`src/rtl/seg7_scan_disp.sv`:
```
`default_nettype none
// ============================================================================
// seg7_scan_disp : N-digit seven-segment controller (static or scanned) with
//                  sign glyph, blink and tear-free valid/ready load.
//                  Optional macro DISP_DP_EN adds per-digit decimal points.
// Revision : 1.0
// ============================================================================
module seg7_scan_disp #(
  parameter int N_DIGITS    = 4,
  parameter int B_W         = 9,
  parameter int MUX_MODE    = 0,
  parameter int SCAN_DIV    = 50000,
  parameter int BLINK_TICKS = 250
) (
  input  logic                      clk,
  input  logic                      rstN,
  input  logic                      i_valid,
  output logic                      o_ready,
  input  logic [4*(N_DIGITS-1)-1:0] i_bcd,
  input  logic [3:0]                i_sign,
  input  logic [B_W-1:0]            i_b_val,
`ifdef DISP_DP_EN
  input  logic [N_DIGITS-2:0]       i_dp,
  output logic [8*N_DIGITS-1:0]     out_seg,
  output logic [7:0]                o_seg,
`else
  output logic [7*N_DIGITS-1:0]     out_seg,
  output logic [6:0]                o_seg,
`endif
  input  logic                      i_blink,
  output logic [B_W-1:0]            o_b_val,
  output logic [N_DIGITS-1:0]       o_an
);

`ifdef DISP_DP_EN
  localparam int SEG_W = 8;
`else
  localparam int SEG_W = 7;
`endif
  localparam int ND = N_DIGITS - 1;
  localparam int SW = $clog2(N_DIGITS);
  localparam int PW = (SCAN_DIV > 1) ? $clog2(SCAN_DIV) : 1;
  localparam int BW = (BLINK_TICKS > 1) ? $clog2(BLINK_TICKS) : 1;

  function automatic logic [6:0] dig7(input logic [3:0] d);
    case (d)
      4'd0:    return 7'b1000000;
      4'd1:    return 7'b1111001;
      4'd2:    return 7'b0100100;
      4'd3:    return 7'b0110000;
      4'd4:    return 7'b0011001;
      4'd5:    return 7'b0010010;
      4'd6:    return 7'b0000010;
      4'd7:    return 7'b1111000;
      4'd8:    return 7'b0000000;
      4'd9:    return 7'b0010000;
      default: return 7'b1111111;
    endcase
  endfunction

  function automatic logic [6:0] sign7(input logic [3:0] s);
    case (s)
      4'hD:    return 7'b0111111;
      4'hC:    return 7'b1111111;
      default: return 7'b0001000;
    endcase
  endfunction

  // Pending buffer and active register
  logic                pend_full_q, pend_full_d;
  logic [4*ND-1:0]     pend_bcd_q, pend_bcd_d, act_bcd_q, act_bcd_d;
  logic [3:0]          pend_sign_q, pend_sign_d, act_sign_q, act_sign_d;
  logic [B_W-1:0]      pend_b_q, pend_b_d, act_b_q, act_b_d;
`ifdef DISP_DP_EN
  logic [ND-1:0]       pend_dp_q, pend_dp_d, act_dp_q, act_dp_d;
`endif
  logic [PW-1:0]       presc_q, presc_d;
  logic [SW-1:0]       scan_q, scan_d;
  logic [BW-1:0]       blink_cnt_q, blink_cnt_d;
  logic                phase_q, phase_d;
  logic [SEG_W*N_DIGITS-1:0] out_seg_q, out_seg_d;
  logic [SEG_W-1:0]    seg_q, seg_d;
  logic [N_DIGITS-1:0] an_q, an_d;

  logic                tick, accept, commit, blank;
  logic [SW-1:0]       k;
  logic [SEG_W-1:0]    sign_g;
  logic [SEG_W-1:0]    dig   [N_DIGITS];
  logic [SEG_W-1:0]    glyph [N_DIGITS];

  always_comb begin
    tick   = (presc_q == PW'(SCAN_DIV - 1));
    accept = i_valid & ~pend_full_q;
    if (MUX_MODE == 0) commit = pend_full_q;
    else               commit = pend_full_q & tick & (scan_q == SW'(N_DIGITS - 1));
    blank  = i_blink & phase_q;
  end

  always_comb begin
    pend_full_d = pend_full_q;
    pend_bcd_d  = pend_bcd_q;
    pend_sign_d = pend_sign_q;
    pend_b_d    = pend_b_q;
    act_bcd_d   = act_bcd_q;
    act_sign_d  = act_sign_q;
    act_b_d     = act_b_q;
`ifdef DISP_DP_EN
    pend_dp_d   = pend_dp_q;
    act_dp_d    = act_dp_q;
`endif
    if (accept) begin
      pend_full_d = 1'b1;
      pend_bcd_d  = i_bcd;
      pend_sign_d = i_sign;
      pend_b_d    = i_b_val;
`ifdef DISP_DP_EN
      pend_dp_d   = i_dp;
`endif
    end else if (commit) begin
      pend_full_d = 1'b0;
    end
    if (commit) begin
      act_bcd_d  = pend_bcd_q;
      act_sign_d = pend_sign_q;
      act_b_d    = pend_b_q;
`ifdef DISP_DP_EN
      act_dp_d   = pend_dp_q;
`endif
    end
  end

  always_comb begin
    presc_d     = tick ? '0 : presc_q + 1'b1;
    scan_d      = scan_q;
    blink_cnt_d = blink_cnt_q;
    phase_d     = phase_q;
    if (tick) begin
      scan_d = (scan_q == SW'(N_DIGITS - 1)) ? '0 : scan_q + 1'b1;
      if (blink_cnt_q == BW'(BLINK_TICKS - 1)) begin
        blink_cnt_d = '0;
        phase_d     = ~phase_q;
      end else begin
        blink_cnt_d = blink_cnt_q + 1'b1;
      end
    end
  end

  // k = most significant nonzero digit; the sign floats just above it
  always_comb begin
    k = '0;
    for (int i = 0; i < ND; i++)
      if (act_bcd_q[4*i +: 4] != 4'd0) k = SW'(i);
    for (int p = 0; p < N_DIGITS; p++) dig[p] = '1;
    for (int i = 0; i < ND; i++) begin
`ifdef DISP_DP_EN
      dig[i] = {~act_dp_q[i], dig7(act_bcd_q[4*i +: 4])};
`else
      dig[i] = dig7(act_bcd_q[4*i +: 4]);
`endif
    end
`ifdef DISP_DP_EN
    sign_g = {1'b1, sign7(act_sign_q)};
`else
    sign_g = sign7(act_sign_q);
`endif
    for (int p = 0; p < N_DIGITS; p++) begin
      if (SW'(p) <= k)               glyph[p] = dig[p];
      else if (SW'(p) == k + 1'b1)   glyph[p] = sign_g;
      else                           glyph[p] = '1;
    end
  end

  always_comb begin
    out_seg_d = '1;
    seg_d     = '1;
    an_d      = '1;
    if (MUX_MODE == 0) begin
      if (!blank)
        for (int p = 0; p < N_DIGITS; p++) out_seg_d[SEG_W*p +: SEG_W] = glyph[p];
    end else begin
      if (!blank) seg_d = glyph[scan_q];
      an_d[scan_q] = 1'b0;
    end
  end

  always_ff @(posedge clk or negedge rstN) begin
    if (!rstN) begin
      pend_full_q <= 1'b0;
      pend_bcd_q  <= '0;
      pend_sign_q <= 4'hC;
      pend_b_q    <= '0;
      act_bcd_q   <= '0;
      act_sign_q  <= 4'hC;
      act_b_q     <= '0;
`ifdef DISP_DP_EN
      pend_dp_q   <= '0;
      act_dp_q    <= '0;
`endif
      presc_q     <= '0;
      scan_q      <= '0;
      blink_cnt_q <= '0;
      phase_q     <= 1'b0;
      out_seg_q   <= '1;
      seg_q       <= '1;
      an_q        <= '1;
    end else begin
      pend_full_q <= pend_full_d;
      pend_bcd_q  <= pend_bcd_d;
      pend_sign_q <= pend_sign_d;
      pend_b_q    <= pend_b_d;
      act_bcd_q   <= act_bcd_d;
      act_sign_q  <= act_sign_d;
      act_b_q     <= act_b_d;
`ifdef DISP_DP_EN
      pend_dp_q   <= pend_dp_d;
      act_dp_q    <= act_dp_d;
`endif
      presc_q     <= presc_d;
      scan_q      <= scan_d;
      blink_cnt_q <= blink_cnt_d;
      phase_q     <= phase_d;
      out_seg_q   <= out_seg_d;
      seg_q       <= seg_d;
      an_q        <= an_d;
    end
  end

  assign o_ready = ~pend_full_q;
  assign o_b_val = act_b_q;
  assign out_seg = out_seg_q;
  assign o_seg   = seg_q;
  assign o_an    = an_q;

endmodule
`default_nettype wire
```
`config.mk`:
```
export PLATFORM = sky130hd
export DESIGN_NAME = seg7_scan_disp
export DESIGN_NICKNAME = d
export VERILOG_FILES = /design/src/rtl/seg7_scan_disp.sv
export SDC_FILE = /design/constraint.sdc
export NUM_CORES = 1
export LEC_CHECK = 0
export ABC_CLOCK_PERIOD_IN_PS = 5200
export CAP_MARGIN = 0
export CORE_MARGIN = 4
export CORE_UTILIZATION = 30
export CTS_BUF_LIST = sky130_fd_sc_hd__clkbuf_8 sky130_fd_sc_hd__clkbuf_16
export DETAILED_ROUTE_END_ITERATION = 8
export HOLD_SLACK_MARGIN = 0.05
export PLACE_DENSITY_LB_ADDON = 0.15
export SYNTH_ARGS = -nofsm -noshare
export SYNTH_HDL_FRONTEND = slang
export SYNTH_SLANG_ARGS = --single-unit
```
`constraint.sdc`:
```
create_clock -name clk -period 5.2 [get_ports clk]
set_input_delay 0.78 -clock clk [delete_from_list [all_inputs] [get_ports clk]]
set_output_delay 0.78 -clock clk [all_outputs]
set_load 0.05 [all_outputs]
```
==> impl_results.md <==
* Tcrit/Tclk final at 0.480
* DR iter-0 viols at 163
* Post-synthesis instance total at roughly 400
* Filler cell count at 1445
* Post-route DRC at 0
* Least-Margin Pin Slew at 0.735 ns
* Final Util at 0.372
* Final-report hold violation count at 0
* I/O pin total at 78
* Clock buffer depth at 2
* Initial Util at 0.305
* Crit path buffers/inverters at 1
* Skew-Pair Late Insertion Delay at 0.34 ns
* Post-CTS setup buffer count at 0
* Sequential-to-total area share from yosys stat at 0.543
* Worst path arrival time at 1.72 ns
* Leak Pwr at ~2.3 nW
* First drt pass iteration count at 5
* Highest Clock Rate at 0.400 GHz
* Grt ovf at 0
* Register bit total from synthesis at slightly below 100
* Hold_buf cts at 0
* Die W at around 130 um
* Final #Nets at 501
* Drt wl/cell at roughly 13 um
* Most frequent cells in the layout: dfrtp_1 (72), clkdlybuf4s50_1 (64), mux2_2 (44)
* Area growth syn-to-layout at 21.9%
* Syn_area_per_cell at 11.6 um^2
* Final setup vio count at 0
* Rows at 45
* Status: complete, no violations
* RSZ-0062 raised after global routing: no
* Pwr dens at 455 nW/um^2
* Top FF cell, synth: dfrtp_1
* Antenna Nets Post-Route at 0
* Antenna Cells at 0
* Via count at 2958
* Die area at 17500 um^2
* Detail-routed via count per cell at 4.57
* CP required at 4.42 ns
* Largest net degree at the start of global routing at 61
* Slew headroom at 0.510
* Initial antenna violation count at 0
* Fin crit period at 2.50 ns
* Ys async rst share at 1.00
* Clk_skew at 0.00551 ns
* Hpwl dp at between 5000 and 6000 um
* Startpoint Class: register
* Core Area at 15100 um^2
* Yosys Warn Count at 0
* Crit-path slowest cell: clkdlybuf4s50_1
* Maximum vdd drop at 0.000169 V
* TritonCTS buffer count at 9
* Post-cts resize count at 0
* Die height at about 130 um
* Hold/Removal Path Class: reg2reg
* Storage element area at 2510 um^2
* Post-synth cell types at 54
* Placer Congestion at between 0.7 and 0.8
* First-pass GRT wire length at about 15000 um
* Vias in the first global route at 2967
* H-tree depth at 3
* Setup TNS at 0 ns
* All-Layer GR Usage at 0.104
* CTS clk-pin slew, worst paths at 0.07 ns
* Total Routed Length at 8660 um
* Max_cap viols at 0
* Clock sink count at between 90 and 100
* Slew Viols, Final at 0
* Worst path top cell family by delay: buffers and inverters
* Crit path largest cell delay at 0.81 ns
* EDFF count, synth at 0
* TritonCTS clock tree: done
* Setup CP Type: reg2out
* Root buf cell: clkbuf_16
* Most common cell after layout, fill and taps aside: dfrtp_1
* Largest fanout on the critical path at 5
* Post-synthesis cell area at 4630 um^2
* Area occupied by multi-input gates at 1880 um^2
* Worst path cell trace: clkdlybuf4s50_1
* Input/output buffers at 65
* Share of cells above drive strength 1 at 0.214
* Endpoint class of the critical path: primary output
final timing paths:
| kind | from | to | slack (ns) | cells after the start |
|---|---|---|---|---|
| max | out_seg[26] | out_seg[25] | 2.70 | 1 |
| min | blink_cnt_q[7] | blink_cnt_q[7] | 0.47 | 1 |
| max reg2reg | presc_q[0] | blink_cnt_q[3] | 3.06 | 5 |
| min reg2reg | blink_cnt_q[7] | blink_cnt_q[7] | 0.47 | 1 |
| max in group asynchronous | rstN | pend_sign_q[3] | 3.68 | 2 |
| min in group asynchronous | rstN | act_bcd_q[7] | 0.51 | 1 |
where the power goes:
group          internal (mW)  switching [mW]  leakage, nW
registers              0.968          0.0933         1.17
clock network          0.347           0.281        0.136
logic                  0.318           0.559         1.04
total                   1.63           0.933         2.35
metrics by stage:
stage                     cell area [um^2]  setup slack [ns]  instances  total power, mW  hold slack [ns]
after floorplan                       4670              3.43        410             1.70            0.434
after global placement                5360              3.00        631             1.95            0.460
after CTS                             5640              2.66        647             2.61            0.480
after detailed placement              5360              2.98        631             1.96            0.469
after global routing                  5640              2.64        647             2.71            0.496
final                                 5640              2.70        647             2.57            0.472
cells in the mapped netlist (2+ instances only):
| cell | instances | area share |
|---|---|---|
| o21ai_1 | 8 | 0.0087 |
| nand3_1 | 10 | 0.011 |
| mux2i_1 | 2 | 0.0043 |
| buf_6 | 3 | 0.0073 |
| mux2_2 | 44 | 0.11 |
| nand4_1 | 5 | 0.0068 |
| ha_1 | 18 | 0.049 |
| xnor2_1 | 7 | 0.013 |
| buf_2 | 5 | 0.0054 |
| buf_4 | 16 | 0.026 |
| nand3b_1 | 3 | 0.0049 |
| o211ai_1 | 2 | 0.0032 |
| a21oi_1 | 15 | 0.016 |
| clkbuf_1 | 11 | 0.0089 |
| nand2_1 | 24 | 0.019 |
| nor2_1 | 23 | 0.019 |
| or3_1 | 2 | 0.0027 |
| o21ai_0 | 30 | 0.032 |
| dfrtp_1 | 72 | 0.39 |
| o22ai_1 | 3 | 0.0041 |
| and3_1 | 3 | 0.0041 |
| dfstp_2 | 27 | 0.15 |
| inv_1 | 16 | 0.013 |
| o31ai_1 | 4 | 0.0065 |
| nand2b_1 | 4 | 0.0054 |
| xor2_1 | 6 | 0.011 |
| and4_1 | 5 | 0.0095 |
| and2_1 | 4 | 0.0054 |
| nor4b_1 | 2 | 0.0038 |
kinds of logic (layout without fill, tap and decap cells):
family / Yosys count / in the layout / share of synthesized area
flip-flops: 99 / 99 / 0.543
AND/OR/NAND/NOR: 99 / 99 / 0.120
AO/OA/AOI/OAI: 71 / 71 / 0.0876
buffers and inverters: 51 / 100 / 0.0606
multiplexers: 46 / 46 / 0.111
adder cells (fa/ha/maj): 18 / 18 / 0.0487
XOR/XNOR: 14 / 14 / 0.0281
other: 1 / 12 / 0.000810
registers in the layout, summed over array words and instances (netlist names):
register     count
out_seg         23
presc_q         16
act_bcd_q       12
pend_bcd_q      12
o_b_val          9
pend_b_q         9
blink_cnt_q      8
act_sign_q       4
pend_sign_q      4
commit           1
phase_q          1
final cells by class:
| class | instances | area share |
|---|---|---|
| multi-input cells | 260 | 0.333 |
| well taps | 188 | 0.0417 |
| repair buffers | 68 | 0.119 |
| flip-flops and latches | 99 | 0.445 |
| clock buffers | 11 | 0.0448 |
| inverters | 16 | 0.0107 |
| clock inverters | 5 | 0.00533 |
per-layer routing:
metal | share of wire | vias up | track usage
met5 | 0 | - | 0
met4 | 0.026 | 0 | 0.0572
met3 | 0.054 | 13 | 0.0317
met2 | 0.46 | 64 | 0.160
met1 | 0.46 | 1421 | 0.132
li1 | - | 1460 | -
(Power assumes the default switching activity.)
